$ cat src/rtl/uart_pkg.sv
// Shared UART definitions.
//
// Holds the transmitter state encoding, the default bit-time counter width and
// a frame-length helper that the transmitter and a future receiver both use.
// There are no ports; other files import this with import uart_pkg::*.
//
// ST_PARITY is part of the encoding in every build. The transmitter only
// enters it when UART_TX_PARITY_EN is defined.
package uart_pkg;

  typedef enum logic [2:0] {
    ST_IDLE   = 3'd0,
    ST_START  = 3'd1,
    ST_DATA   = 3'd2,
    ST_PARITY = 3'd3,
    ST_STOP   = 3'd4
  } uart_tx_state_e;

  localparam int unsigned UART_DEF_CLKS_PER_BIT = 16;

  // Width of a counter that spans 0..clks_per_bit-1 (never narrower than 1 bit).
  function automatic int unsigned baud_cnt_w(input int unsigned clks_per_bit);
    return (clks_per_bit > 1) ? $clog2(clks_per_bit) : 1;
  endfunction

  localparam int unsigned UART_BAUD_CNT_W = baud_cnt_w(UART_DEF_CLKS_PER_BIT);

  // Clock cycles per frame: start + data + optional parity + stop bits.
  function automatic int unsigned frame_len(input int unsigned clks_per_bit,
                                            input int unsigned data_w,
                                            input int unsigned parity_bits,
                                            input int unsigned stop_bits);
    return clks_per_bit * (1 + data_w + parity_bits + stop_bits);
  endfunction

endpackage

$ cat src/rtl/uart_baud_tick.sv
// Free-running bit-time counter.
//
// The counter runs 0..CLKS_PER_BIT-1 and wraps. tick_o is high for the single
// cycle in which the count is CLKS_PER_BIT-1, which is the last cycle of a bit
// time. clr_i restarts the count at 0 on the next edge, so a new frame is
// aligned to its pop.
//
// Ports:
//   clk_i   in   clock
//   rst_ni  in   synchronous active-low reset
//   clr_i   in   synchronous clear
//   tick_o  out  last cycle of the current bit time
module uart_baud_tick
  import uart_pkg::*;
#(
  parameter int unsigned CLKS_PER_BIT = UART_DEF_CLKS_PER_BIT
) (
  input  logic clk_i,
  input  logic rst_ni,
  input  logic clr_i,
  output logic tick_o
);

  localparam int unsigned         CNT_W    = baud_cnt_w(CLKS_PER_BIT);
  localparam logic [CNT_W-1:0]    CNT_LAST = CNT_W'(CLKS_PER_BIT - 1);

  logic [CNT_W-1:0] r_cnt;

  always_ff @(posedge clk_i) begin
    if (!rst_ni || clr_i) begin
      r_cnt <= '0;
    end else if (r_cnt == CNT_LAST) begin
      r_cnt <= '0;
    end else begin
      r_cnt <= r_cnt + CNT_W'(1);
    end
  end

  assign tick_o = (r_cnt == CNT_LAST);

endmodule

$ cat src/rtl/uart_tx_drain.sv
// UART transmitter that drains a show-ahead FIFO.
//
// When the FIFO holds a word and the line is free, the block pops that word
// and sends it LSB-first. The frame is one start bit, DATA_W data bits, an
// optional even-parity bit and STOP_BITS stop bits. If another word is ready
// on the last cycle of the last stop bit, the block pops it on that cycle.
// The next start bit then follows with no idle gap.
//
// Build option: defining UART_TX_PARITY_EN adds the PARITY state. That state
// sends the XOR of the data bits for one bit time.
//
// Handshake: fifo_rd_en_o is a combinational pop strobe. The FIFO consumes its
// head word on every rising edge where fifo_rd_en_o is 1. fifo_data_i is
// captured on that same edge. The strobe is only raised while fifo_empty_i
// is 0, tx_en_i is 1 and rst_ni is 1.
//
// Ports:
//   clk_i         in   clock
//   rst_ni        in   synchronous active-low reset
//   tx_en_i       in   allows new frames to start; a frame already running
//                      always completes
//   fifo_empty_i  in   FIFO empty flag
//   fifo_data_i   in   FIFO head word (show-ahead)
//   fifo_rd_en_o  out  pop strobe
//   tx_o          out  serial line, high when idle
//   busy_o        out  high while a frame is on the line
//   dbg_state_o   out  current FSM state, for debug
module uart_tx_drain
  import uart_pkg::*;
#(
  parameter int unsigned CLKS_PER_BIT = UART_DEF_CLKS_PER_BIT,
  parameter int unsigned DATA_W       = 8,
  parameter int unsigned STOP_BITS    = 1
) (
  input  logic              clk_i,
  input  logic              rst_ni,
  input  logic              tx_en_i,
  input  logic              fifo_empty_i,
  input  logic [DATA_W-1:0] fifo_data_i,
  output logic              fifo_rd_en_o,
  output logic              tx_o,
  output logic              busy_o,
  output uart_tx_state_e    dbg_state_o
);

  localparam int unsigned       BIDX_W    = $clog2(DATA_W);
  localparam logic [BIDX_W-1:0] LAST_BIT  = BIDX_W'(DATA_W - 1);
  localparam logic              LAST_STOP = 1'(STOP_BITS - 1);

  uart_tx_state_e    r_state;
  uart_tx_state_e    w_state_nxt;
  logic [DATA_W-1:0] r_shift;
  logic [BIDX_W-1:0] r_bit_idx;
  logic              r_stop_idx;
`ifdef UART_TX_PARITY_EN
  logic              r_parity;
`endif

  logic w_tick;
  logic w_pop;
  logic w_last_stop;

  uart_baud_tick #(
    .CLKS_PER_BIT (CLKS_PER_BIT)
  ) u_baud (
    .clk_i  (clk_i),
    .rst_ni (rst_ni),
    .clr_i  (w_pop),
    .tick_o (w_tick)
  );

  // The last cycle of the last stop bit. A pop here chains straight into the
  // next start bit.
  assign w_last_stop = (r_state == ST_STOP) && w_tick && (r_stop_idx == LAST_STOP);

  // rst_ni gates the pop so that nothing leaves the FIFO while reset is held.
  assign w_pop = rst_ni & tx_en_i & ~fifo_empty_i &
                 ((r_state == ST_IDLE) | w_last_stop);

  assign fifo_rd_en_o = w_pop;

  // State register
  always_ff @(posedge clk_i) begin
    if (!rst_ni) begin
      r_state <= ST_IDLE;
    end else begin
      r_state <= w_state_nxt;
    end
  end

  // Next-state logic
  always_comb begin
    w_state_nxt = r_state;
    case (r_state)
      ST_IDLE:  if (w_pop)  w_state_nxt = ST_START;
      ST_START: if (w_tick) w_state_nxt = ST_DATA;
      ST_DATA: begin
        if (w_tick && (r_bit_idx == LAST_BIT)) begin
`ifdef UART_TX_PARITY_EN
          w_state_nxt = ST_PARITY;
`else
          w_state_nxt = ST_STOP;
`endif
        end
      end
`ifdef UART_TX_PARITY_EN
      ST_PARITY: if (w_tick) w_state_nxt = ST_STOP;
`endif
      ST_STOP: begin
        if (w_last_stop) w_state_nxt = w_pop ? ST_START : ST_IDLE;
      end
      default: w_state_nxt = ST_IDLE;
    endcase
  end

  // Datapath: the shift register and the bit and stop indices
  always_ff @(posedge clk_i) begin
    if (!rst_ni) begin
      r_shift    <= '0;
      r_bit_idx  <= '0;
      r_stop_idx <= 1'b0;
`ifdef UART_TX_PARITY_EN
      r_parity   <= 1'b0;
`endif
    end else if (w_pop) begin
      r_shift    <= fifo_data_i;
      r_bit_idx  <= '0;
      r_stop_idx <= 1'b0;
`ifdef UART_TX_PARITY_EN
      r_parity   <= ^fifo_data_i;
`endif
    end else if (w_tick) begin
      if (r_state == ST_DATA) begin
        r_shift   <= r_shift >> 1;
        r_bit_idx <= (r_bit_idx == LAST_BIT) ? '0 : r_bit_idx + BIDX_W'(1);
      end
      if (r_state == ST_STOP) begin
        r_stop_idx <= (r_stop_idx == LAST_STOP) ? 1'b0 : r_stop_idx + 1'b1;
      end
    end
  end

  // Output logic
  always_comb begin
    tx_o = 1'b1;
    case (r_state)
      ST_START:  tx_o = 1'b0;
      ST_DATA:   tx_o = r_shift[0];
`ifdef UART_TX_PARITY_EN
      ST_PARITY: tx_o = r_parity;
`endif
      default:   tx_o = 1'b1;
    endcase
  end

  assign busy_o      = (r_state != ST_IDLE);
  assign dbg_state_o = r_state;

endmodule

$ cat config.mk
export PLATFORM = sky130hd
export DESIGN_NAME = uart_tx_drain
export DESIGN_NICKNAME = d
export VERILOG_FILES = /design/src/rtl/uart_pkg.sv /design/src/rtl/uart_baud_tick.sv /design/src/rtl/uart_tx_drain.sv
export SDC_FILE = /design/constraint.sdc
export NUM_CORES = 1
export LEC_CHECK = 0
export CORE_UTILIZATION = 49
export CTS_CLUSTER_SIZE = 12
export DETAILED_ROUTE_END_ITERATION = 8
export PLACE_DENSITY = 0.84
export SLEW_MARGIN = 20
export SYNTH_ARGS = -nofsm -noshare
export SYNTH_HDL_FRONTEND = slang
export SYNTH_SLANG_ARGS = --single-unit
$ cat constraint.sdc
create_clock -name clk_i -period 2.4 [get_ports clk_i]
set_clock_uncertainty 0.15 [all_clocks]
set_input_delay 0.48 -clock clk_i [delete_from_list [all_inputs] [get_ports clk_i]]
set_output_delay 0.48 -clock clk_i [all_outputs]
set_load 0.1 [all_outputs]
==> results of run 1 <==
## what timing repair did
action	4_1_cts	5_1_grt
gates resized for setup	2	1
setup endpoints to repair	1	1
setup buffers	0	1
endpoints found under the hold margin	0	0
cloned	0	0
pin swaps	1	1
## worst min-delay path by stage
stage,to,slack [ns]
finish,u_baud.r_cnt[0],0.32
global route,u_baud.r_cnt[0],0.34
CTS,u_baud.r_cnt[0],0.29
detailed placement,u_baud.r_cnt[0],0.31
global placement,u_baud.r_cnt[0],0.29
floorplan,u_baud.r_cnt[0],0.28
## critical path: stages
cell and delay, ns:
clkdlybuf4s50_1 0.41, nand3b_1 0.18, a2111o_1 0.41, clkinv_8 0.08
buf_12 0.16
## through the flow
step | TNS (ns) | instance area, um2 | power, mW | setup slack (ns) | utilization (%)
after floorplan | 0 | 896 | 0.378 | 0.240 | -
after global placement | -0.0229 | 1100 | 0.412 | -0.0229 | 68.8
after detailed placement | -0.0539 | 1100 | 0.415 | -0.0539 | 68.8
after CTS | 0 | 1140 | 0.604 | 0.00167 | 71.4
after global routing | 0 | 1150 | 0.626 | 0.000392 | 72.4
final | 0 | 1150 | 0.601 | 0.0390 | 72.4
## sequential cells by signal, summed over array words and instances (netlist names)
register,flops
dbg_state_o,3
r_bit_idx,3
u_baud.r_cnt,4
r_shift,8
## cell families after synthesis
group / count (synthesis) / share of synthesized area, %
buffers and inverters: 7 / 5.40
AOI/OAI and AO/OA: 27 / 24.2
and+or+nand+nor: 36 / 23.2
xor gates and xnor gates: 2 / 1.99
DFF: 18 / 41.0
adders and majority gates: 3 / 4.27
## placed cells by master (no fill, tap or decap), types with 2 or more instances in the layout
master	netlist	layout
buf_4	0	8
nand3_1	9	9
nor2_1	2	2
or3_1	3	2
nand2_1	8	8
a21boi_2	6	6
a21oi_1	4	4
nor3_1	3	3
dfxtp_2	0	4
nor3b_1	2	2
o21ai_0	3	3
a22oi_1	7	7
a211oi_1	2	2
dfxtp_1	18	14
ha_1	3	2
clkbuf_4	0	3
buf_12	0	2
clkdlybuf4s50_1	0	11
## power by group
group	leakage [nW]	switching [mW]	total [mW]	internal (mW)
Sequential	0.148	0.00842	0.317	0.309
Clock	0.0210	0.0962	0.189	0.0926
Combinational	0.247	0.0499	0.0953	0.0453
Total	0.416	0.155	0.601	0.447
## routing by layer
layer | track usage, % | vias to the layer above | share of wire, %
met1 | 26.6 | 367 | 43
met2 | 38.2 | 24 | 51
li1 | - | 383 | -
met4 | 7.27 | 0 | 1.1
met3 | 7.35 | 4 | 5.5
met5 | 0 | - | 0
## area by class of cell
| type | instances | area (um2) |
|---|---|---|
| Clock buffer | 4 | 36.3 |
| Fill cell | 110 | 439 |
| Inverter | 1 | 16.3 |
| Multi-Input combinational cell | 68 | 497 |
| Sequential cell | 18 | 365 |
| Tap cell | 24 | 30.0 |
| Timing Repair Buffer | 21 | 210 |
==> out/results.txt, run 1 <==
outcome: finished clean
leading cell type by number of instances after synthesis: dfxtp_1
final-layout worst hold slack: 0.318 ns
CTS Buf Count: 3
class of the worst hold path: flop to flop
detail-routed net length per standard cell: 13.5 um
hold buffer count at cts: 0
worst slew margin relative to its limit: 62.1%
wire length of the first global-routing pass: 3.14 mm
crit path DAT: 1.73 ns
# H-tree levels: 1
Synth-to-Final Area Change: 31.3%
Routability Congestion: 0.756
vias in the first global route: 722
number of hold-slack violations in the final timing report: 0
Finished Layout Cells: 136
clock latency reported for the late side of the worst-skew pair: 0.30 ns
Critical Path Source: fifo_empty_i
number of detailed-route iterations in the first pass: 4
critical hold path startpoint: u_baud.r_cnt[0]
Cells after Synth: 93
setup violators final: 0
synthesized area: 880 um2
slew at the pin closest to its max-slew limit: 0.565 ns
yosys synthesis warning count: 0
endpoint of the worst-slack reg-to-reg timing path: u_baud.r_cnt[3]
unique cell type count in the Yosys netlist: 33
capturing instance or port of the critical path: fifo_rd_en_o
net count after synthesis: 108
Vias/cell: 5.72
register-to-register setup slack: 0.38 ns
maximum number of pins on one net before global-route repair: 14
cell depth of the worst min-delay path: 1
largest cells by area after synthesis: dfxtp_1 (41%), a21boi_2 (7.7%), a22oi_1 (6.0%)
FF+latch count, synth: 18
endpoint class of the critical path: output pin
register clock-pin slew on the reported worst setup and hold paths: 0.10 ns
peak supply drop: 0.500 mV
shortest period the worst path allows: 2.36 ns
LEAKAGE: 0.416 nW
dominant cell type by area after synthesis: dfxtp_1
asr flop ratio synth: 0%
share of the synthesized area in the top cell type: 41.0%
die boundary width: 44.4 um
achievable clock frequency: 424 MHz
Post-DRT Antenna Nets: 0
Inst Count DP: 131
top_reg_cell synth: dfxtp_1
average size of a mapped cell: 9.46 um2
Worst Reg-to-Reg Cells: 7
Port-buffer cells: 17
RSZ-0062 raised after global routing: false
Max Transition Viols Final: 0
IO Pins: 18
clock sinks: 18
critical path peak fanout: 2
Root Driver: clkbuf_4
Crit Path Class: primary input to output pin
share of post-route cells with drive strength above 1: 27.7%
count of vias placed by the detailed router: 778
DRC violation total after the first TritonRoute iteration: 20
total power density per cell area: 521 nW/um2
clock tree from TritonCTS: done
post-synthesis sequential area ratio: 41.0%
hpwl dp: 1.33 mm
grt ovf: 0
antenna violations before repair: 0
count of unresolved DRC violations after routing: 0
routed wire length: 1.83 mm
category of the worst setup path launch point: primary input
count of flip-flops with a built-in enable after synthesis: 0
row count: 14
starting density of the core: 55.2%
final clock period utilization by the worst path: 98.4%
area inside the core boundary: 1590 um2
total inserted antenna cells: 0
Post-synth top cells: dfxtp_1 (18), nand3_1 (9), nand2_1 (8)
DIE AREA: 1970 um2
Die Ht: 44.4 um
global routing usage summed across all routing layers: 22.5%
worst reg2reg startpoint: u_baud.r_cnt[1]
Required @ worst endpoint: 1.77 ns
fin nets: 128
CTS max path bufs: 2
Max Cap Violations: 0
No activity file was read; power rests on OpenSTA's default activity.
==> inputs of run 2 (changes only) <==
- CORE_UTILIZATION: 49 -> 50
- DONT_BUFFER_PORTS: unset -> 1
- GPL_TIMING_DRIVEN: unset -> 0
- PLACE_DENSITY: 0.84 -> 0.72
==> run 2 against run 1 <==
Compared with the run above: clock power is essentially flat; core utilization is 10 points lower; flip-flop and latch count stayed put; largest cell class unchanged; setup slack gained 0.018 ns; count of clock-buffer cells in the layout is the same; sequential power about the same; critical path depth did not move; first-iteration DRC count fell by 30%; global-route usage down 4.0 points.
==> out/results.txt, run 2 (same netlist as run 1, synthesis figures left out) <==
number of detailed-route iterations in the first pass: 4 (unchanged)
row count: 14 (unchanged)
number of flip-flops in the largest register: 8 (unchanged)
critical path peak fanout: 10 (was 2)
detail-routed net length per standard cell: 13.8 um (was 13.5 um)
fin nets: 113 (was 128)
Root Driver: clkbuf_4 (unchanged)
total power density per cell area: 576 nW/um2 (was 521 nW/um2)
class of the worst hold path: primary input to flop (was flop to flop)
DRC violation total after the first TritonRoute iteration: 14 (was 20)
die boundary width: 43.9 um (was 44.4 um)
routed wire length: 1.57 mm (was 1.83 mm)
DIE AREA: 1930 um2 (was 1970 um2)
Max Transition Viols Final: 0 (unchanged)
IO Pins: 18 (unchanged)
vias in the first global route: 634 (was 722)
area inside the core boundary: 1580 um2 (was 1590 um2)
Routability Congestion: 0.705 (was 0.756)
Post-Place Cell Area: 916 um2 (was 1100 um2)
count of vias placed by the detailed router: 663 (was 778)
maximum number of pins on one net before global-route repair: 11 (was 14)
sequential standard cell area: 373 um2 (was 365 um2)
count of unresolved DRC violations after routing: 0 (unchanged)
endpoint class of the critical path: output pin (unchanged)
final clock period utilization by the worst path: 97.6% (was 98.4%)
CTS max path bufs: 2 (unchanged)
slew at the pin closest to its max-slew limit: 0.641 ns (was 0.565 ns)
Design Area, Final: 978 um2 (was 1150 um2)
LEAKAGE: 0.332 nW (was 0.416 nW)
most common library cell in the layout ignoring fill and taps: dfxtp_1 (unchanged)
wire length of the first global-routing pass: 2.66 mm (was 3.14 mm)
total inserted antenna cells: 0 (unchanged)
Max Cap Violations: 0 (unchanged)
register clock-pin slew on the reported worst setup and hold paths: 0.10 ns (about the same)
CTS Buf Count: 3 (unchanged)
Die Ht: 43.9 um (was 44.4 um)
number of hold-slack violations in the final timing report: 0 (unchanged)
crit path DAT: 1.71 ns (was 1.73 ns)
Post-DRT Antenna Nets: 0 (unchanged)
post-route setup TNS: 0 ns (unchanged)
Port-buffer cells: 0 (was 17)
starting density of the core: 55.8% (was 55.2%)
Top reg by flops: r_shift (unchanged)
clock latency reported for the late side of the worst-skew pair: 0.29 ns (was 0.30 ns)
commonest cells after routing, fill and taps aside: dfxtp_1 (14), nand3_1 (9), nand2_1 (8) (was dfxtp_1 (14), clkdlybuf4s50_1 (11), nand3_1 (9))
share of post-route cells with drive strength above 1: 23.7% (was 27.7%)
filler instances: 144 (was 110)
Synth-to-Final Area Change: 11.2% (was 31.3%)
global routing usage summed across all routing layers: 18.5% (was 22.5%)
shortest period the worst path allows: 2.34 ns (was 2.36 ns)
achievable clock frequency: 427 MHz (was 424 MHz)
Setup Buffers After CTS: 0 (unchanged)
grt ovf: 0 (unchanged)
antenna violations before repair: 0 (unchanged)
area of combinational cells with multiple inputs: 495 um2 (was 497 um2)
RSZ-0062 raised after global routing: false (unchanged)
# H-tree levels: 1 (unchanged)
outcome: finished clean (unchanged)
clock tree from TritonCTS: done (unchanged)
hpwl dp: 1.13 mm (was 1.33 mm)
Vias/cell: 5.87 (was 5.72)
clock sinks: 18 (unchanged)
category of the worst setup path launch point: flop (was primary input)
Crit Path Class: flop to output pin (was primary input to output pin)
worst slew margin relative to its limit: 57.2% (was 62.1%)
biggest regs: r_shift (8), u_baud.r_cnt (4) (unchanged)
peak supply drop: 0.485 mV (was 0.500 mV)
hold buffer count at cts: 0 (unchanged)
setup violators final: 0 (unchanged)
Required @ worst endpoint: 1.77 ns (about the same)
[run 2: cell type report]
type	count	area share (%)
Buffer	6	3.45
Clock buffer	4	3.71
Inverter	1	2.05
Multi-Input combinational cell	68	50.6
Sequential cell	18	38.1
Tap cell	16	2.05
[run 2: path summary, 6_finish.rpt]
kind                                       from         endpoint  slack [ns]  cells past startpoint
worst max-delay path            u_baud.r_cnt[0]     fifo_rd_en_o        0.06                      5
worst min-delay path             fifo_data_i[7]       r_shift[7]        0.20                      2
worst max register to register   dbg_state_o[1]       r_shift[7]        0.47                      6
worst min register to register  u_baud.r_cnt[0]  u_baud.r_cnt[0]        0.28                      1
[run 2: stage by stage]
step | std cells | utilization, % | hold WS (ns) | setup WS [ns] | power [mW]
after floorplan | 93 | - | 0.282 | 0.240 | 0.378
after global placement | 109 | 58.1 | 0.297 | 0.187 | 0.384
after detailed placement | 109 | 58.1 | 0.309 | 0.179 | 0.385
after CTS | 113 | 61.1 | 0.187 | 0.00540 | 0.570
after global routing | 113 | 62.1 | 0.199 | 0.00875 | 0.588
final | 113 | 62.1 | 0.195 | 0.0570 | 0.563
[run 2: layer usage]
| metal | track usage [%] | vias to the layer above | share of wire (%) | wire length (um) |
|---|---|---|---|---|
| li1 | - | 355 | - | - |
| met1 | 23.8 | 297 | 49 | 770 |
| met2 | 32.2 | 9 | 47 | 730 |
| met3 | 2.50 | 2 | 3.1 | 49 |
| met4 | 5.45 | 0 | 0.83 | 13 |
| met5 | 0 | - | 0 | 0 |
[run 2: critical path, stage by stage (launching register included)]
cell and delay, ns:
dfxtp_2 0.35, ha_2 0.20, nand3_2 0.12, a2111o_1 0.44, buf_6 0.17, inv_16 0.13
[run 2: power breakdown]
part           switching (mW)  total, mW  internal (mW)
clock                  0.0937      0.186         0.0922
combinational          0.0375     0.0580         0.0205
sequential             0.0135      0.319          0.306
[run 2: what timing repair did]
action                     4_1_cts  5_1_grt
resized for setup                4        6
setup endpoints to repair        2        3
pin swaps                        1        1
==> patch 1: new RTL, config.mk and constraints of run 1 <==
Add a define of `UART_TX_PARITY_EN`.
--- a/src/rtl/uart_tx_drain.sv
+++ b/src/rtl/uart_tx_drain.sv
@@ -25,6 +25,8 @@
 //   tx_o          out  serial line, high when idle
 //   busy_o        out  high while a frame is on the line
 //   dbg_state_o   out  current FSM state, for debug
+`define UART_TX_PARITY_EN
+
 module uart_tx_drain
   import uart_pkg::*;
 #(
Check against the original RTL: no difference found for any inputs over 10 cycles, from zero or initial values and one cycle with rst_ni low; that may be too few to reach the edited logic, so the function may still have changed.
==> patch 1 against run 1 <==
Wire length is 6.7% higher; count of clock-buffer cells in the layout down 1; critical path depth unchanged; synthesized cell count grew 16%; sequential cell count is 1 higher; global-route usage shrank 1.8 points; total power rose by 2.8%; cell area rose by 3.4%; sequential share of layout area rose by 0.54 points; synthesized area up 11%; worst setup slack better by 0.051 ns; critical endpoint unchanged; largest cell class unchanged.
==> patch 1: results (changes against run 1) <==
n_fill_cell: 162  # +47%
grt_pass1_vias: 753  # +4.3%
achievable-frequency_mhz: 432.8  # +2.2%
area.sequential_um2: 384.1  # +5.1%
synth_fp_nets: 123  # +14%
synth_sequential_area_ratio_pct: 38.97  # -2.0 points
fraction_of_the_mapped_netlist_area_in_adder_cells_pct: 3.846  # -0.42 points
seq_cells: 19  # +1
route.detailed.wl_per_inst_um: 13.02  # -3.2%
run_status: "completed"
signal_buffer_area_fraction_pct: 16.35  # -1.8 points
place_hpwl_mm: 1.497  # +13%
post-place-ws_ns: 0.08066  # +0.1346 ns
synth_compound_gate_area_share_pct: 18.97  # -5.2 points
switching_share_pct: 28.27  # +2.6 points
cts.repair.resized: 0  # -2
ir_worst_vdd_mv: 0.3151  # -37%
dr_total_vias: 830  # +6.7%
place_area_mm2: 0.001166  # +6.3%
critical-path-max-stage-delay_ns: 0.46  # +0.05 ns
power.static_leakage_nw: 0.4329  # +4.0%
seq_area_share_pct: 32.18  # +0.54 points
layout.non_clock_buffers: 19  # -9.5%
timing_worst_slew_pin_value_ns: 0.3960  # -0.1690 ns
yosys-top-cells-area: "dfxtp_1 (39%), a21oi_1 (7.2%), xnor2_1 (7.2%)"
synth-xor-area-share_pct: 8.974  # +7.0 points
drive_gt1_share_pct: 19.20  # -8.5 points
wl_met3_um: 84  # -17%
hold_ws_ns: 0.3114  # -0.006445 ns
dr.first_iter.drc_count: 17  # -15%
layout.nets: 141  # +10%
non_clock_inverter_count: 4  # +3
worst_r2r_startpoint: "u_baud.r_cnt[0]"
crit_path_max_fanout: 10  # +8
grt_start_max_net_pins: 13  # -1
taps: 25  # +4.2%
-- patch 1: cell count changes after synthesis, moves of 2 or more --
cell      before  now
a21boi_2       6    0
a211oi_1       2    0
xnor2_1        1    8
o21ai_1        0    2
a21oi_1        4   14
buf_6          1    3
nor2_1         2    4
nand2_1        8   13
nor3_1         3    1
clkbuf_1       4    0
o21ai_0        3    1
-- patch 1: power groups by stage --
stage,Sequential (mW),Combinational (mW),Clock (mW)
5_1_grt,0.336,0.129,0.178
3_3_place_gp,0.341,0.117,0
2_1_floorplan,0.345,0.0767,0
3_5_place_dp,0.342,0.120,0
6_report,0.335,0.120,0.163
4_1_cts,0.335,0.121,0.165
-- patch 1: routing by layer --
| layer | GRT usage (%) | up-vias |
|---|---|---|
| met5 | 0 | - |
| met3 | 2.353 | 5 |
| met4 | 10.29 | 0 |
| li1 | - | 417 |
| met2 | 35.56 | 26 |
| met1 | 25.06 | 382 |
==> patch 2: new RTL, flow settings as in run 1 <==
Made on the original files. Make the reset (`rst_ni`) asynchronous in 2 clocked blocks. Comments in the files are not updated.
--- a/src/rtl/uart_tx_drain.sv
+++ b/src/rtl/uart_tx_drain.sv
@@ -80,7 +80,7 @@
   assign fifo_rd_en_o = w_pop;
 
   // State register
-  always_ff @(posedge clk_i) begin
+  always_ff @(posedge clk_i or negedge rst_ni) begin
     if (!rst_ni) begin
       r_state <= ST_IDLE;
     end else begin
@@ -114,7 +114,7 @@
   end
 
   // Datapath: the shift register and the bit and stop indices
-  always_ff @(posedge clk_i) begin
+  always_ff @(posedge clk_i or negedge rst_ni) begin
     if (!rst_ni) begin
       r_shift    <= '0;
       r_bit_idx  <= '0;
Function: differs if rst_ni is asserted again (counterexample within 4 cycles, from zero or initial values and one cycle with rst_ni low); with rst_ni held inactive, the same outputs for 10 cycles.
==> patch 2 against run 1 <==
Cell area up 10%; first-iteration DRC count grew 5.0%; wire length up 22%; critical endpoint unchanged; count of clock-buffer cells in the layout stayed put; hold slack got worse by 0.0083 ns; cell count is 8.1% higher; global-route usage rose by 2.3 points; largest cell class unchanged; synthesized area up 11%; worst setup slack improved by 0.073 ns; sequential cell count did not move.
Power is not compared: it rests on default switching activity, and its combinational part moved more than twofold at a synthesized area within 25%.
==> patch 2: results (changes against run 1) <==
cts.repair.resized: 0  # -2
grt_pass1_wl_mm: 3.726  # +19%
place_hpwl_mm: 1.620  # +22%
port-buffer-count: 17  # unchanged
ys_types: 33  # unchanged
clock_tree.buffer_depth: 2  # unchanged
place_area_mm2: 0.001246  # +14%
antenna_found_initial: 0  # unchanged
clock_tree.root_cell: "clkbuf_4"
n_fill_cell: 146  # +33%
critical_path.slowest_cell: "clkdlybuf4s50_1"
area_growth_syn_to_layout_pct: 30.89
clock_insertion_delay_worst_skew_ns: 0.30  # about the same
ys_top_cells_by_count: "dfrtp_1 (14), nand2_1 (8), and3_1 (7)"
ir_worst_vdd_mv: 0.4076
postcts_setup_bufs: 0  # unchanged
cts-buffers-inserted: 3  # unchanged
crit_arrival_ns: 1.66  # -0.07 ns
drive_gt1_share_pct: 19.67  # -8.0 points
synth_sequential_area_ratio_pct: 44.27  # +3.3 points
largest-register: "r_shift"
htree_levels: 1  # unchanged
route.detailed.wl_per_inst_um: 15.15  # +13%
met3_usage_pct: 7.451  # +0.10 points
largestRegisters: "r_shift (8), u_baud.r_cnt (4)"
dr.first_iter.drc_count: 21  # +5.0%
yosys-top-cells-area: "dfrtp_1 (36%), dfxtp_1 (8.2%), a311o_1 (6.2%)"
global_route.usage.met2_pct: 37.78  # -0.46 points
synth_fp_nets: 116  # +7.4%
dr_total_vias: 865  # +11%
place.gp.congestion: 0.8732  # +15%
synth_async_sr_flop_share_pct: 77.78  # +78 points
run_status: "completed"
critical-path-max-stage-delay_ns: 0.46  # +0.05 ns
post-place-ws_ns: 0.1043  # +0.1582 ns
period_share_pct: 95.34  # -3.0 points
min-delay-path-class: "reg -> reg"
crit_path_max_fanout: 2  # unchanged
drt_pass1_iterations: 4  # unchanged
power.static_leakage_nw: 0.5388
path_clk_slew_ns: 0.11
track_usage_pct: 24.82  # +2.3 points
timing_worst_slew_pin_value_ns: 0.3389  # -0.2261 ns
grt_start_max_net_pins: 25  # +11
met1_usage_pct: 31.23  # +4.6 points
yosysWarnings: 0  # unchanged
regToRegSetupSlack_ns: 0.51  # +0.13 ns
layout.nets: 138  # +7.8%
-- patch 2: critical path: cells and delay by family --
| family | cells | cell delay [ns] |
|---|---|---|
| buffers and inverters | 3 | 0.75 |
| AOI/OAI and AO/OA | 1 | 0.16 |
| and+or+nand+nor | 1 | 0.27 |
-- patch 2: power breakdown --
group / switching (mW) / internal (mW)
Clock: 0.0981 / 0.0647
Combinational: 0.149 / 0.102
Sequential: 0.0306 / 0.344
Total: 0.278 / 0.510
-- patch 2: cell type report --
class | count | share of cell area [%]
Tap cell | 25 | 2.458
Sequential cell | 18 | 34.51
Timing Repair Buffer | 24 | 19.27
Inverter | 6 | 2.065
Clock buffer | 4 | 2.065
Multi-Input combinational cell | 70 | 39.63
-- patch 2: through the flow --
| stage | hold WS, ns | cells |
|---|---|---|
| after CTS | 0.3196 | 147 |
| final | 0.3095 | 147 |
| after floorplan | 0.03441 | 101 |
| after detailed placement | 0.2950 | 143 |
| after global routing | 0.3336 | 147 |
| after global placement | 0.2801 | 143 |
-- patch 2: logic make-up (layout without fill, tap and decap cells) --
kind of cell / after synthesis / in the layout / synth area share (%)
DFF: 18 / 18 / 44.27
buffers and inverters: 13 / 34 / 5.920
xor gates and xnor gates: 2 / 2 / 1.802
adders and majority gates: 3 / 3 / 3.861
muxes: 1 / 1 / 1.030
and+or+nand+nor: 34 / 34 / 20.72
AOI/OAI and AO/OA: 30 / 30 / 22.39
-- patch 2: final timing paths --
check                           startpoint              end  depth (start not counted)
hold / removal             u_baud.r_cnt[0]  u_baud.r_cnt[0]                          1
hold reg to reg            u_baud.r_cnt[0]  u_baud.r_cnt[0]                          1
max in group asynchronous           rst_ni   dbg_state_o[0]                          2
setup reg to reg            dbg_state_o[0]  u_baud.r_cnt[3]                          3
setup / recovery              fifo_empty_i     fifo_rd_en_o                          5
min in group asynchronous           rst_ni       r_shift[6]                          2
-- patch 2: per-layer routing --
layer / wire [um] / share of wire [%] / vias to the layer above
met5: 0 / 0 / -
met4: 26 / 1.2 / 0
met3: 103 / 4.6 / 4
met2: 1093 / 49 / 30
met1: 1003 / 45 / 410
li1: - / - / 421
